--- src/rtl/lsu_arbiter_if.sv ---
// Request/response and LSU-side bundle for lsu_arbiter.
// Handshake: a request transfers in the cycle where i_reqN_valid && o_reqN_ready; payload stays stable while valid && !ready.
interface lsu_arbiter_if;
  logic        i_req0_valid;
  logic        i_req0_wren;
  logic [31:0] i_req0_addr;
  logic [3:0]  i_req0_mask;
  logic [31:0] i_req0_wdata;
  logic        o_req0_ready;
  logic        o_rsp0_valid;
  logic [31:0] o_rsp0_rdata;

  logic        i_req1_valid;
  logic        i_req1_wren;
  logic [31:0] i_req1_addr;
  logic [3:0]  i_req1_mask;
  logic [31:0] i_req1_wdata;
  logic        o_req1_ready;
  logic        o_rsp1_valid;
  logic [31:0] o_rsp1_rdata;

  logic [31:0] o_lsu_addr;
  logic        o_lsu_wren;
  logic [3:0]  o_lsu_mask;
  logic [31:0] o_lsu_stData;
  logic [31:0] i_lsu_ldData;
  logic        o_busy;
  logic [1:0]  o_dbg_state;

  modport slave (
    input  i_req0_valid, i_req0_wren, i_req0_addr, i_req0_mask, i_req0_wdata,
    input  i_req1_valid, i_req1_wren, i_req1_addr, i_req1_mask, i_req1_wdata,
    input  i_lsu_ldData,
    output o_req0_ready, o_rsp0_valid, o_rsp0_rdata,
    output o_req1_ready, o_rsp1_valid, o_rsp1_rdata,
    output o_lsu_addr, o_lsu_wren, o_lsu_mask, o_lsu_stData,
    output o_busy, o_dbg_state
  );

  modport master (
    output i_req0_valid, i_req0_wren, i_req0_addr, i_req0_mask, i_req0_wdata,
    output i_req1_valid, i_req1_wren, i_req1_addr, i_req1_mask, i_req1_wdata,
    output i_lsu_ldData,
    input  o_req0_ready, o_rsp0_valid, o_rsp0_rdata,
    input  o_req1_ready, o_rsp1_valid, o_rsp1_rdata,
    input  o_lsu_addr, o_lsu_wren, o_lsu_mask, o_lsu_stData,
    input  o_busy, o_dbg_state
  );
endinterface

--- src/rtl/lsu_arbiter.sv ---
// Two-requester arbiter/sequencer for the single LSU port: accept, ISSUE, optional WAIT, one-cycle response.
// Build option LSU_ARB_FIXED_PRIO_EN: requester 0 always wins contention (no round-robin pointer).
module lsu_arbiter #(
  parameter int RD_LATENCY = 1
) (
  input  logic          i_clk,
  input  logic          i_reset,
  lsu_arbiter_if.slave  bus
);
  typedef enum logic [1:0] {
    IDLE  = 2'd0,
    ISSUE = 2'd1,
    WAIT  = 2'd2
  } state_t;

  localparam logic [1:0] LAT = RD_LATENCY[1:0];

  state_t      r_state;
  logic        r_id;
  logic        r_wren;
  logic [1:0]  r_cnt;
  logic [31:0] r_lsu_addr;
  logic        r_lsu_wren;
  logic [3:0]  r_lsu_mask;
  logic [31:0] r_lsu_stData;
  logic        r_rsp0_valid;
  logic        r_rsp1_valid;
  logic [31:0] r_rsp0_rdata;
  logic [31:0] r_rsp1_rdata;

  logic w_idle;
  logic w_gnt0;
  logic w_gnt1;
  logic w_rdy0;
  logic w_rdy1;
  logic w_accept;

  // Ready is suppressed while reset is held so nothing is accepted during it.
  assign w_idle = (r_state == IDLE) && !i_reset;

`ifdef LSU_ARB_FIXED_PRIO_EN
  assign w_gnt0 = bus.i_req0_valid;
  assign w_gnt1 = bus.i_req1_valid && !bus.i_req0_valid;
`else
  logic r_last;
  // r_last holds the id of the last granted requester; the other one wins a tie.
  assign w_gnt1 = bus.i_req1_valid && (!bus.i_req0_valid || !r_last);
  assign w_gnt0 = bus.i_req0_valid && !w_gnt1;
`endif

  assign w_rdy0   = w_gnt0 && w_idle;
  assign w_rdy1   = w_gnt1 && w_idle;
  assign w_accept = w_rdy0 || w_rdy1;

  always_ff @(posedge i_clk or posedge i_reset) begin
    if (i_reset) begin
      r_state      <= IDLE;
      r_id         <= 1'b0;
      r_wren       <= 1'b0;
      r_cnt        <= 2'd0;
      r_lsu_addr   <= 32'd0;
      r_lsu_wren   <= 1'b0;
      r_lsu_mask   <= 4'd0;
      r_lsu_stData <= 32'd0;
      r_rsp0_valid <= 1'b0;
      r_rsp1_valid <= 1'b0;
      r_rsp0_rdata <= 32'd0;
      r_rsp1_rdata <= 32'd0;
`ifndef LSU_ARB_FIXED_PRIO_EN
      r_last       <= 1'b1;
`endif
    end else begin
      r_rsp0_valid <= 1'b0;
      r_rsp1_valid <= 1'b0;
      case (r_state)
        IDLE: begin
          if (w_accept) begin
            r_id         <= w_rdy1;
            r_wren       <= w_rdy1 ? bus.i_req1_wren  : bus.i_req0_wren;
            r_lsu_wren   <= w_rdy1 ? bus.i_req1_wren  : bus.i_req0_wren;
            r_lsu_addr   <= w_rdy1 ? bus.i_req1_addr  : bus.i_req0_addr;
            r_lsu_mask   <= w_rdy1 ? bus.i_req1_mask  : bus.i_req0_mask;
            r_lsu_stData <= w_rdy1 ? bus.i_req1_wdata : bus.i_req0_wdata;
`ifndef LSU_ARB_FIXED_PRIO_EN
            r_last       <= w_rdy1;
`endif
            r_state      <= ISSUE;
          end
        end
        ISSUE: begin
          r_lsu_wren <= 1'b0;
          if (r_wren) begin
            r_lsu_mask <= 4'd0;
            r_state    <= IDLE;
          end else if (LAT == 2'd0) begin
            r_rsp0_valid <= !r_id;
            r_rsp1_valid <= r_id;
            if (r_id) r_rsp1_rdata <= bus.i_lsu_ldData;
            else      r_rsp0_rdata <= bus.i_lsu_ldData;
            r_lsu_mask <= 4'd0;
            r_state    <= IDLE;
          end else begin
            r_cnt   <= LAT;
            r_state <= WAIT;
          end
        end
        WAIT: begin
          if (r_cnt == 2'd1) begin
            r_rsp0_valid <= !r_id;
            r_rsp1_valid <= r_id;
            if (r_id) r_rsp1_rdata <= bus.i_lsu_ldData;
            else      r_rsp0_rdata <= bus.i_lsu_ldData;
            r_lsu_mask <= 4'd0;
            r_state    <= IDLE;
          end else begin
            r_cnt <= r_cnt - 2'd1;
          end
        end
        default: r_state <= IDLE;
      endcase
    end
  end

  assign bus.o_req0_ready = w_rdy0;
  assign bus.o_req1_ready = w_rdy1;
  assign bus.o_rsp0_valid = r_rsp0_valid;
  assign bus.o_rsp1_valid = r_rsp1_valid;
  assign bus.o_rsp0_rdata = r_rsp0_rdata;
  assign bus.o_rsp1_rdata = r_rsp1_rdata;
  assign bus.o_lsu_addr   = r_lsu_addr;
  assign bus.o_lsu_wren   = r_lsu_wren;
  assign bus.o_lsu_mask   = r_lsu_mask;
  assign bus.o_lsu_stData = r_lsu_stData;
  assign bus.o_busy       = (r_state != IDLE);
  assign bus.o_dbg_state  = r_state;
endmodule

--- src/flat_wrapper.sv ---
// flat-port wrapper written by rule: the top's interface ports become plain ports
module lsu_arbiter_flat 
#(
  parameter int RD_LATENCY = 1
)
  (i_clk, i_reset, bus_i_req0_valid, bus_i_req0_wren, bus_i_req0_addr, bus_i_req0_mask, bus_i_req0_wdata, bus_i_req1_valid, bus_i_req1_wren, bus_i_req1_addr, bus_i_req1_mask, bus_i_req1_wdata, bus_i_lsu_ldData, bus_o_req0_ready, bus_o_rsp0_valid, bus_o_rsp0_rdata, bus_o_req1_ready, bus_o_rsp1_valid, bus_o_rsp1_rdata, bus_o_lsu_addr, bus_o_lsu_wren, bus_o_lsu_mask, bus_o_lsu_stData, bus_o_busy, bus_o_dbg_state);
  lsu_arbiter_if bus_i ();
  input  logic i_clk;
  input  logic i_reset;
  input wire logic [$bits(bus_i.i_req0_valid)-1:0] bus_i_req0_valid;
  input wire logic [$bits(bus_i.i_req0_wren)-1:0] bus_i_req0_wren;
  input wire logic [$bits(bus_i.i_req0_addr)-1:0] bus_i_req0_addr;
  input wire logic [$bits(bus_i.i_req0_mask)-1:0] bus_i_req0_mask;
  input wire logic [$bits(bus_i.i_req0_wdata)-1:0] bus_i_req0_wdata;
  input wire logic [$bits(bus_i.i_req1_valid)-1:0] bus_i_req1_valid;
  input wire logic [$bits(bus_i.i_req1_wren)-1:0] bus_i_req1_wren;
  input wire logic [$bits(bus_i.i_req1_addr)-1:0] bus_i_req1_addr;
  input wire logic [$bits(bus_i.i_req1_mask)-1:0] bus_i_req1_mask;
  input wire logic [$bits(bus_i.i_req1_wdata)-1:0] bus_i_req1_wdata;
  input wire logic [$bits(bus_i.i_lsu_ldData)-1:0] bus_i_lsu_ldData;
  output wire logic [$bits(bus_i.o_req0_ready)-1:0] bus_o_req0_ready;
  output wire logic [$bits(bus_i.o_rsp0_valid)-1:0] bus_o_rsp0_valid;
  output wire logic [$bits(bus_i.o_rsp0_rdata)-1:0] bus_o_rsp0_rdata;
  output wire logic [$bits(bus_i.o_req1_ready)-1:0] bus_o_req1_ready;
  output wire logic [$bits(bus_i.o_rsp1_valid)-1:0] bus_o_rsp1_valid;
  output wire logic [$bits(bus_i.o_rsp1_rdata)-1:0] bus_o_rsp1_rdata;
  output wire logic [$bits(bus_i.o_lsu_addr)-1:0] bus_o_lsu_addr;
  output wire logic [$bits(bus_i.o_lsu_wren)-1:0] bus_o_lsu_wren;
  output wire logic [$bits(bus_i.o_lsu_mask)-1:0] bus_o_lsu_mask;
  output wire logic [$bits(bus_i.o_lsu_stData)-1:0] bus_o_lsu_stData;
  output wire logic [$bits(bus_i.o_busy)-1:0] bus_o_busy;
  output wire logic [$bits(bus_i.o_dbg_state)-1:0] bus_o_dbg_state;
  assign bus_i.i_req0_valid = bus_i_req0_valid;
  assign bus_i.i_req0_wren = bus_i_req0_wren;
  assign bus_i.i_req0_addr = bus_i_req0_addr;
  assign bus_i.i_req0_mask = bus_i_req0_mask;
  assign bus_i.i_req0_wdata = bus_i_req0_wdata;
  assign bus_i.i_req1_valid = bus_i_req1_valid;
  assign bus_i.i_req1_wren = bus_i_req1_wren;
  assign bus_i.i_req1_addr = bus_i_req1_addr;
  assign bus_i.i_req1_mask = bus_i_req1_mask;
  assign bus_i.i_req1_wdata = bus_i_req1_wdata;
  assign bus_i.i_lsu_ldData = bus_i_lsu_ldData;
  assign bus_o_req0_ready = bus_i.o_req0_ready;
  assign bus_o_rsp0_valid = bus_i.o_rsp0_valid;
  assign bus_o_rsp0_rdata = bus_i.o_rsp0_rdata;
  assign bus_o_req1_ready = bus_i.o_req1_ready;
  assign bus_o_rsp1_valid = bus_i.o_rsp1_valid;
  assign bus_o_rsp1_rdata = bus_i.o_rsp1_rdata;
  assign bus_o_lsu_addr = bus_i.o_lsu_addr;
  assign bus_o_lsu_wren = bus_i.o_lsu_wren;
  assign bus_o_lsu_mask = bus_i.o_lsu_mask;
  assign bus_o_lsu_stData = bus_i.o_lsu_stData;
  assign bus_o_busy = bus_i.o_busy;
  assign bus_o_dbg_state = bus_i.o_dbg_state;
  lsu_arbiter #(.RD_LATENCY(RD_LATENCY)) u_core (.i_clk(i_clk), .i_reset(i_reset), .bus(bus_i));
endmodule
--- config.mk ---
export PLATFORM = sky130hd
export DESIGN_NAME = lsu_arbiter_flat
export DESIGN_NICKNAME = d
export VERILOG_FILES = /design/src/rtl/lsu_arbiter_if.sv /design/src/rtl/lsu_arbiter.sv /design/src/flat_wrapper.sv
export SDC_FILE = /design/constraint.sdc
export NUM_CORES = 1
export LEC_CHECK = 0
export ABC_CLOCK_PERIOD_IN_PS = 5500
export CAP_MARGIN = 15
export CORE_MARGIN = 3
export CORE_UTILIZATION = 39
export CTS_CLUSTER_DIAMETER = 60
export DETAILED_ROUTE_END_ITERATION = 12
export PLACE_DENSITY = 0.79
export SLEW_MARGIN = 10
export SYNTH_ARGS = -nofsm -noshare
export SYNTH_HDL_FRONTEND = slang
export SYNTH_SLANG_ARGS = --single-unit
--- constraint.sdc ---
create_clock -name i_clk -period 5.5 [get_ports i_clk]
set_input_delay 1.375 -clock i_clk [delete_from_list [all_inputs] [get_ports i_clk]]
set_output_delay 1.375 -clock i_clk [all_outputs]
set_load 0.02 [all_outputs]
==> results of run 1 <==
==> layer usage <==
layer | vias to the layer above | wire, um | track usage [%]
met5 | - | 0 | 0
li1 | 2338 | - | -
met4 | 0 | 461 | 8.26
met2 | 217 | 10100 | 41.3
met3 | 30 | 1210 | 5.89
met1 | 2522 | 6730 | 25.3
==> flip-flops by register name, summed over array words and instances, names as in the netlist, 2 cells and up <==
signal                   count
u_core.r_cnt                 2
u_core.bus.o_lsu_mask        4
u_core.bus.o_lsu_addr       32
u_core.bus.o_lsu_stData     32
u_core.bus.o_rsp0_rdata     32
u_core.bus.o_dbg_state       2
u_core.bus.o_rsp1_rdata     32
==> tightest hold or removal path: cells and delay by family (launching register included) <==
| family | cells | cell delay [ns] |
|---|---|---|
| and+or+nand+nor | 2 | 0.10 |
| DFF | 1 | 0.34 |
==> kinds of logic (layout without fill, tap and decap cells) <==
group           count (synthesis)  count (layout)
flops                         142             142
simple gates                  114             114
mux                            36              36
compound gates                 86              86
buf+inv                       104             424
fa+ha+maj                       6               6
==> report_power, final <==
| part | switching (mW) | internal (mW) |
|---|---|---|
| logic | 1.39 | 1.34 |
| clock network | 0.419 | 0.701 |
| registers | 0.286 | 1.54 |
| total | 2.09 | 3.59 |
==> final timing paths <==
kind	slack (ns)	start	to	depth (start not counted)
worst max-delay path	1.19	bus_i_req0_valid	bus_o_req0_ready	4
worst min-delay path	0.47	u_core.bus.o_rsp0_rdata[13]	u_core.bus.o_rsp0_rdata[13]	2
worst max register to register	2.84	u_core.bus.o_dbg_state[0]	u_core.bus.o_rsp0_rdata[27]	7
worst min register to register	0.47	u_core.bus.o_rsp0_rdata[13]	u_core.bus.o_rsp0_rdata[13]	2
max in group asynchronous	3.11	i_reset	u_core.bus.o_lsu_stData[11]	3
min in group asynchronous	1.68	i_reset	u_core.r_id	3
==> cells in the mapped netlist, types with 2 or more instances <==
| master | count | share of area, % |
|---|---|---|
| nand2_1 | 106 | 7.0 |
| ha_1 | 6 | 1.3 |
| a222oi_1 | 66 | 12 |
| nor2b_1 | 2 | 0.22 |
| inv_1 | 73 | 4.8 |
| mux2i_1 | 4 | 0.70 |
| clkbuf_1 | 14 | 0.92 |
| nand3b_1 | 2 | 0.26 |
| buf_4 | 3 | 0.40 |
| dfrtp_1 | 141 | 62 |
| a21oi_1 | 3 | 0.26 |
| mux2_2 | 32 | 6.3 |
| nand3_1 | 2 | 0.18 |
| buf_2 | 14 | 1.2 |
| o21ai_0 | 5 | 0.44 |
| o21ai_1 | 4 | 0.35 |
==> cells in the final DEF, fill, tap and decap left out, types with 4 or more instances in the layout <==
| master | instances |
|---|---|
| clkdlybuf4s50_1 | 313 |
| dfrtp_1 | 141 |
| nand2_1 | 106 |
| inv_1 | 72 |
| a222oi_1 | 66 |
| mux2_2 | 32 |
| clkbuf_16 | 17 |
| ha_1 | 6 |
| buf_4 | 6 |
| o21ai_0 | 5 |
| mux2i_1 | 4 |
| o21ai_1 | 4 |
| clkinv_2 | 4 |
==> stage by stage <==
stage	hold slack [ns]	worst slack, ns	cells	util (%)
3_5_place_dp	0.461	1.20	956	63.8
3_3_place_gp	0.458	1.22	956	63.8
5_1_grt	0.505	1.12	988	68.0
4_1_cts	0.475	1.18	988	68.0
6_report	0.473	1.19	988	68.0
2_1_floorplan	0.457	0.918	488	-
==> area by class of cell <==
cell class | instances | share of cell area [%]
Clock buffer | 22 | 4.97
Clock inverter | 10 | 1.18
Inverter | 73 | 2.91
Multi-Input combinational cell | 242 | 18.1
Sequential cell | 142 | 37.2
Tap cell | 180 | 2.36
Timing Repair Buffer | 319 | 33.3
==> metrics, run 1 <==
Warnings, synthesis 0; Fin Setup TNS 0 ns; DR vias/cell 5.17; endpoints failing setup 0; # H-tree levels 4; worst-path maximum fanout 4; multi-input logic area 1730 um2; most frequent CP cell clkdlybuf4s50_1; # rows 43; Finished Cell Area 9550 um2; largest net degree at the start of global routing 77; cells after synthesis 488; Slew Limit Fails 0; final WL 18.5 mm; Bufs on Longest Clock Path 2; mux contribution to synthesized area 7.05%; clock skew 0.00567 ns; RePlAce Congestion 0.853; Synth async-reset ratio 100%; Power Density 594 nW/um2; largest family of logic cells by synthesized area compound AO/OA/AOI/OAI gates; Worst-Skew Late Latency 0.41 ns; via count 5107; Mapped Area 5680 um2; clock root buffer clkbuf_16; f_max 232 MHz; first-pass GRT wire length 28.8 mm; Area Overhead vs Synth 68.1%; Post-synth EDFFs 0; Core Footprint 14000 um2; ratio of cells with drive above 1 in the final layout 9.03%; Yosys cell types 27; clock sinks 142; CTS tree done; DRC viols 0; kind of critical path primary input to output pin; Max-Cap Viols 0; Mapped Avg Cell Area 11.6 um2; Fillers 1041; initial antenna violation count 0; Synth Area in Compound Gates 13.8%; worst-path cell chain clkdlybuf4s50_1 -> nand3b_1 -> a21oi_4 -> clkdlybuf4s50_1; Synth Area in XOR/XNOR 0%; I/O pin count 314; nets 975; status finished, final reports clean; prevailing post-synth register cell dfrtp_1; register area 3550 um2; Max IR drop VDD 0.000422 V; Largest delay share family, worst path buffers and inverters; Die Y 127 um; Crit path buffers/inverters 2; initial drt markers 414; total leakage power 4.41 nW; Worst path slowest cell clkdlybuf4s50_1; Synth Area in Simple Gates 7.88%; Worst Tran Pin Value 1.12 ns; Die Area 16100 um2; post-synthesis register bit count 142; PortBufs 313; area share of fa/ha/maj cells after synthesis 1.32%; HP Class flip-flop to flip-flop; Min Clock Period, post-route 4.31 ns; relative slew slack 25.6%; vias in the first global route 5389; die width 127 um; Worst setup SP type primary input; gr usage total 22.6%; post-CTS sizing 0; Final ANT Viol Nets 0; CTS Buf Count 17; RSZ-0062 raised after global routing no; CP peak stage delay 0.62 ns; Clock transition at path regs 0.06 ns; CP arrival 2.94 ns; count of hold-fix buffers inserted at cts 0; Overflow after GRT 0; CP required 4.12 ns; register area share after synthesis 62.5%; crit share post-route 78.4%; Starting Density 40.5%; Post-DP Area 8960 um2; DP Wirelength 13.5 mm; DRT Pass-1 Iters 9; kind of end point of the critical path output pin; Post-CTS Setup Inserts 0; Hold Fails Final Rpt 0; WL per Instance 18.7 um; power after layout 5.68 mW; Synthesized Nets 668; Antenna diodes 0
Note: power is estimated with default switching activity, not from simulation.
==> run 2, diff against run 1 <==
--- a/config.mk
+++ b/config.mk
@@ -5,7 +5,7 @@
 export SDC_FILE = /design/constraint.sdc
 export NUM_CORES = 1
 export LEC_CHECK = 0
-export ABC_CLOCK_PERIOD_IN_PS = 5500
+export ABC_CLOCK_PERIOD_IN_PS = 4500
 export CAP_MARGIN = 15
 export CORE_MARGIN = 3
 export CORE_UTILIZATION = 39
==> constraint.sdc (replaced) <==
create_clock -name i_clk -period 4.5 [get_ports i_clk]
set_input_delay 1.125 -clock i_clk [delete_from_list [all_inputs] [get_ports i_clk]]
set_output_delay 1.125 -clock i_clk [all_outputs]
set_load 0.02 [all_outputs]
==> run 2 against run 1 <==
Net effect:
- global-route usage up 0.55 points
- critical endpoint unchanged
- highest routed layer unchanged
- count of clock-buffer cells in the layout is 2 lower
- largest cell class unchanged
- clock power grew 36%
- cell count decreased by 0.10%
- critical path depth unchanged
- total power grew 25%
==> metrics, run 2 (synthesis results as in run 1) <==
Area Overhead vs Synth 69.1%; most frequent cells in the layout clkdlybuf4s50_1, dfrtp_1, nand2_1; most frequent CP cell clkdlybuf4s50_1; Final ANT Viol Nets 0 (unchanged); Crit path buffers/inverters 2 (unchanged); CTS Buf Count 17 (unchanged); I/O pin count 314 (unchanged); post-CTS sizing 0 (unchanged); kind of critical path primary input to output pin; power after layout 7.09 mW (+25%); clock skew 0.00608 ns (+0.000405 ns); start point of the worst hold path u_core.bus.o_rsp0_rdata[13]; # rows 43 (unchanged); Power Density 738 nW/um2 (+24%); RSZ-0062 raised after global routing no; combinational share of power 47.1% (-0.9 points); Die Area 16100 um2 (unchanged); Clock power frac 21.4% (+1.7 points); status finished, final reports clean; crit share post-route 84.6%; CP peak stage delay 0.62 ns (about the same); register area 3550 um2 (unchanged); cell count of the worst reg-to-reg path 7 (unchanged); Max-Cap Viols 0 (unchanged); nets 975 (unchanged); multi-input logic area 1730 um2 (unchanged); worst-path maximum fanout 4 (unchanged); CP arrival 2.68 ns (-0.26 ns); Min Clock Period, post-route 3.81 ns; Finished Cell Area 9610 um2 (+0.60%); Overflow after GRT 0 (unchanged); # H-tree levels 4 (unchanged); Core Footprint 14000 um2 (unchanged); PortBufs 313 (unchanged); Starting Density 40.5% (unchanged); WL per Instance 19.1 um (+2.1%); Final Util 68.4% (+0.41 points); first-pass GRT wire length 29.0 mm (+0.65%); via count 5175 (+1.3%); relative slew slack 27.3% (+1.8 points); worst-path cell chain clkdlybuf4s50_1 -> nand3b_1 -> a21oi_4 -> clkdlybuf4s50_1; commonest non-fill, non-tap cell in the layout clkdlybuf4s50_1; initial antenna violation count 0 (unchanged); f_max 263 MHz; Largest delay share family, worst path buffers and inverters; Reg-to-Reg Start u_core.bus.o_dbg_state[0]; DP Wirelength 13.6 mm (+0.91%); count of hold-fix buffers inserted at cts 0 (unchanged); clock sinks 142 (unchanged); largest net degree at the start of global routing 77 (unchanged); gr usage total 23.2% (+0.55 points); Worst Hold Path Cells 2 (unchanged); Slew Limit Fails 0 (unchanged); initial drt markers 423 (+2.2%); Bufs on Longest Clock Path 2 (unchanged); Hold Fails Final Rpt 0 (unchanged); final WL 18.8 mm (+2.0%); DR vias/cell 5.24 (+1.4%); RePlAce Congestion 0.861 (+0.88%); Hold Path Sink u_core.bus.o_rsp0_rdata[13]; kind of end point of the critical path output pin; Die Y 127 um (unchanged); Internal 4.53 mW (+26%); die width 127 um (unchanged); endpoints failing setup 0 (unchanged); register share of total power 31.5% (-0.7 points); DRC viols 0 (unchanged); Clock transition at path regs 0.06 ns (about the same); Net Sw Frac 36.1% (-0.75 points); vias in the first global route 5494 (+1.9%); Worst-Skew Late Latency 0.41 ns (about the same); Post-DP Area 8960 um2 (unchanged); r2r setup slk 1.84 ns (-1.00 ns); Worst Tran Pin Value 1.09 ns (-0.0263 ns); FF-to-FF End u_core.bus.o_rsp0_rdata[4]; Post-CTS Setup Inserts 0 (unchanged); DRT Pass-1 Iters 9 (unchanged); Max IR drop VDD 0.000375 V (-11%); Fin Setup TNS 0 ns (unchanged); CTS tree done; ratio of cells with drive above 1 in the final layout 9.05% (+0.011 points); total leakage power 4.44 nW (+0.77%); Worst setup SP type primary input; CP required 3.38 ns (-0.74 ns); Worst path slowest cell clkdlybuf4s50_1; switching pwr 2.56 mW (+22%); Antenna diodes 0 (unchanged); HP Class flip-flop to flip-flop; Fillers 1029 (-1.2%); clock root buffer clkbuf_16
==> run 2: layout make-up <==
cell class / count / area share, %
Inverter: 73 / 2.89
Tap cell: 180 / 2.34
Clock inverter: 11 / 1.95
Multi-Input combinational cell: 242 / 18.0
Sequential cell: 142 / 37.0
Timing Repair Buffer: 319 / 33.1
Clock buffer: 20 / 4.75
==> run 2: through the flow <==
| step | setup slack [ns] | instances | hold slack [ns] |
|---|---|---|---|
| detailed placement | 0.710 | 956 | 0.462 |
| finish | 0.694 | 987 | 0.476 |
| floorplan | 0.168 | 488 | 0.457 |
| global placement | 0.715 | 956 | 0.458 |
| CTS | 0.691 | 987 | 0.476 |
| global route | 0.641 | 987 | 0.501 |
==> run 2: how the worst max path moves through the flow <==
stage	from	end	slack (ns)	cells after the start
floorplan	i_reset	u_core.bus.o_lsu_addr[10]	0.17	6
global placement	bus_i_req0_valid	bus_o_req0_ready	0.71	4
detailed placement	i_reset	bus_o_req0_ready	0.71	4
CTS	i_reset	bus_o_req0_ready	0.69	4
global route	i_reset	bus_o_req0_ready	0.64	4
finish	i_reset	bus_o_req0_ready	0.69	4
==> run 2: metal layers <==
metal / routed length, um / up-vias / share of wire [%] / GRT usage [%]
li1: - / 2334 / - / -
met1: 6700 / 2543 / 36 / 25.4
met2: 10100 / 253 / 54 / 42.0
met3: 1320 / 45 / 7.0 / 6.11
met4: 669 / 0 / 3.6 / 10.1
met5: 0 / - / 0 / 0
==> run 2: power by group through the flow <==
stage | registers (mW) | logic [mW] | clock network, mW
6_report | 2.23 | 3.34 | 1.52
5_1_grt | 2.30 | 3.54 | 1.60
4_1_cts | 2.23 | 3.38 | 1.55
2_1_floorplan | 2.92 | 0.962 | 0
3_5_place_dp | 2.24 | 3.36 | 0
3_3_place_gp | 2.20 | 3.29 | 0
==> run 2: worst reg2reg max path, cell delays in order, from the launching register on <==
cell and delay [ns]:
dfrtp_1 0.43, inv_1 0.14, ha_1 0.22, nand2_1 0.08, or2_2 0.54, inv_1 0.91, nand2_1 0.16, nand2_1 0.11
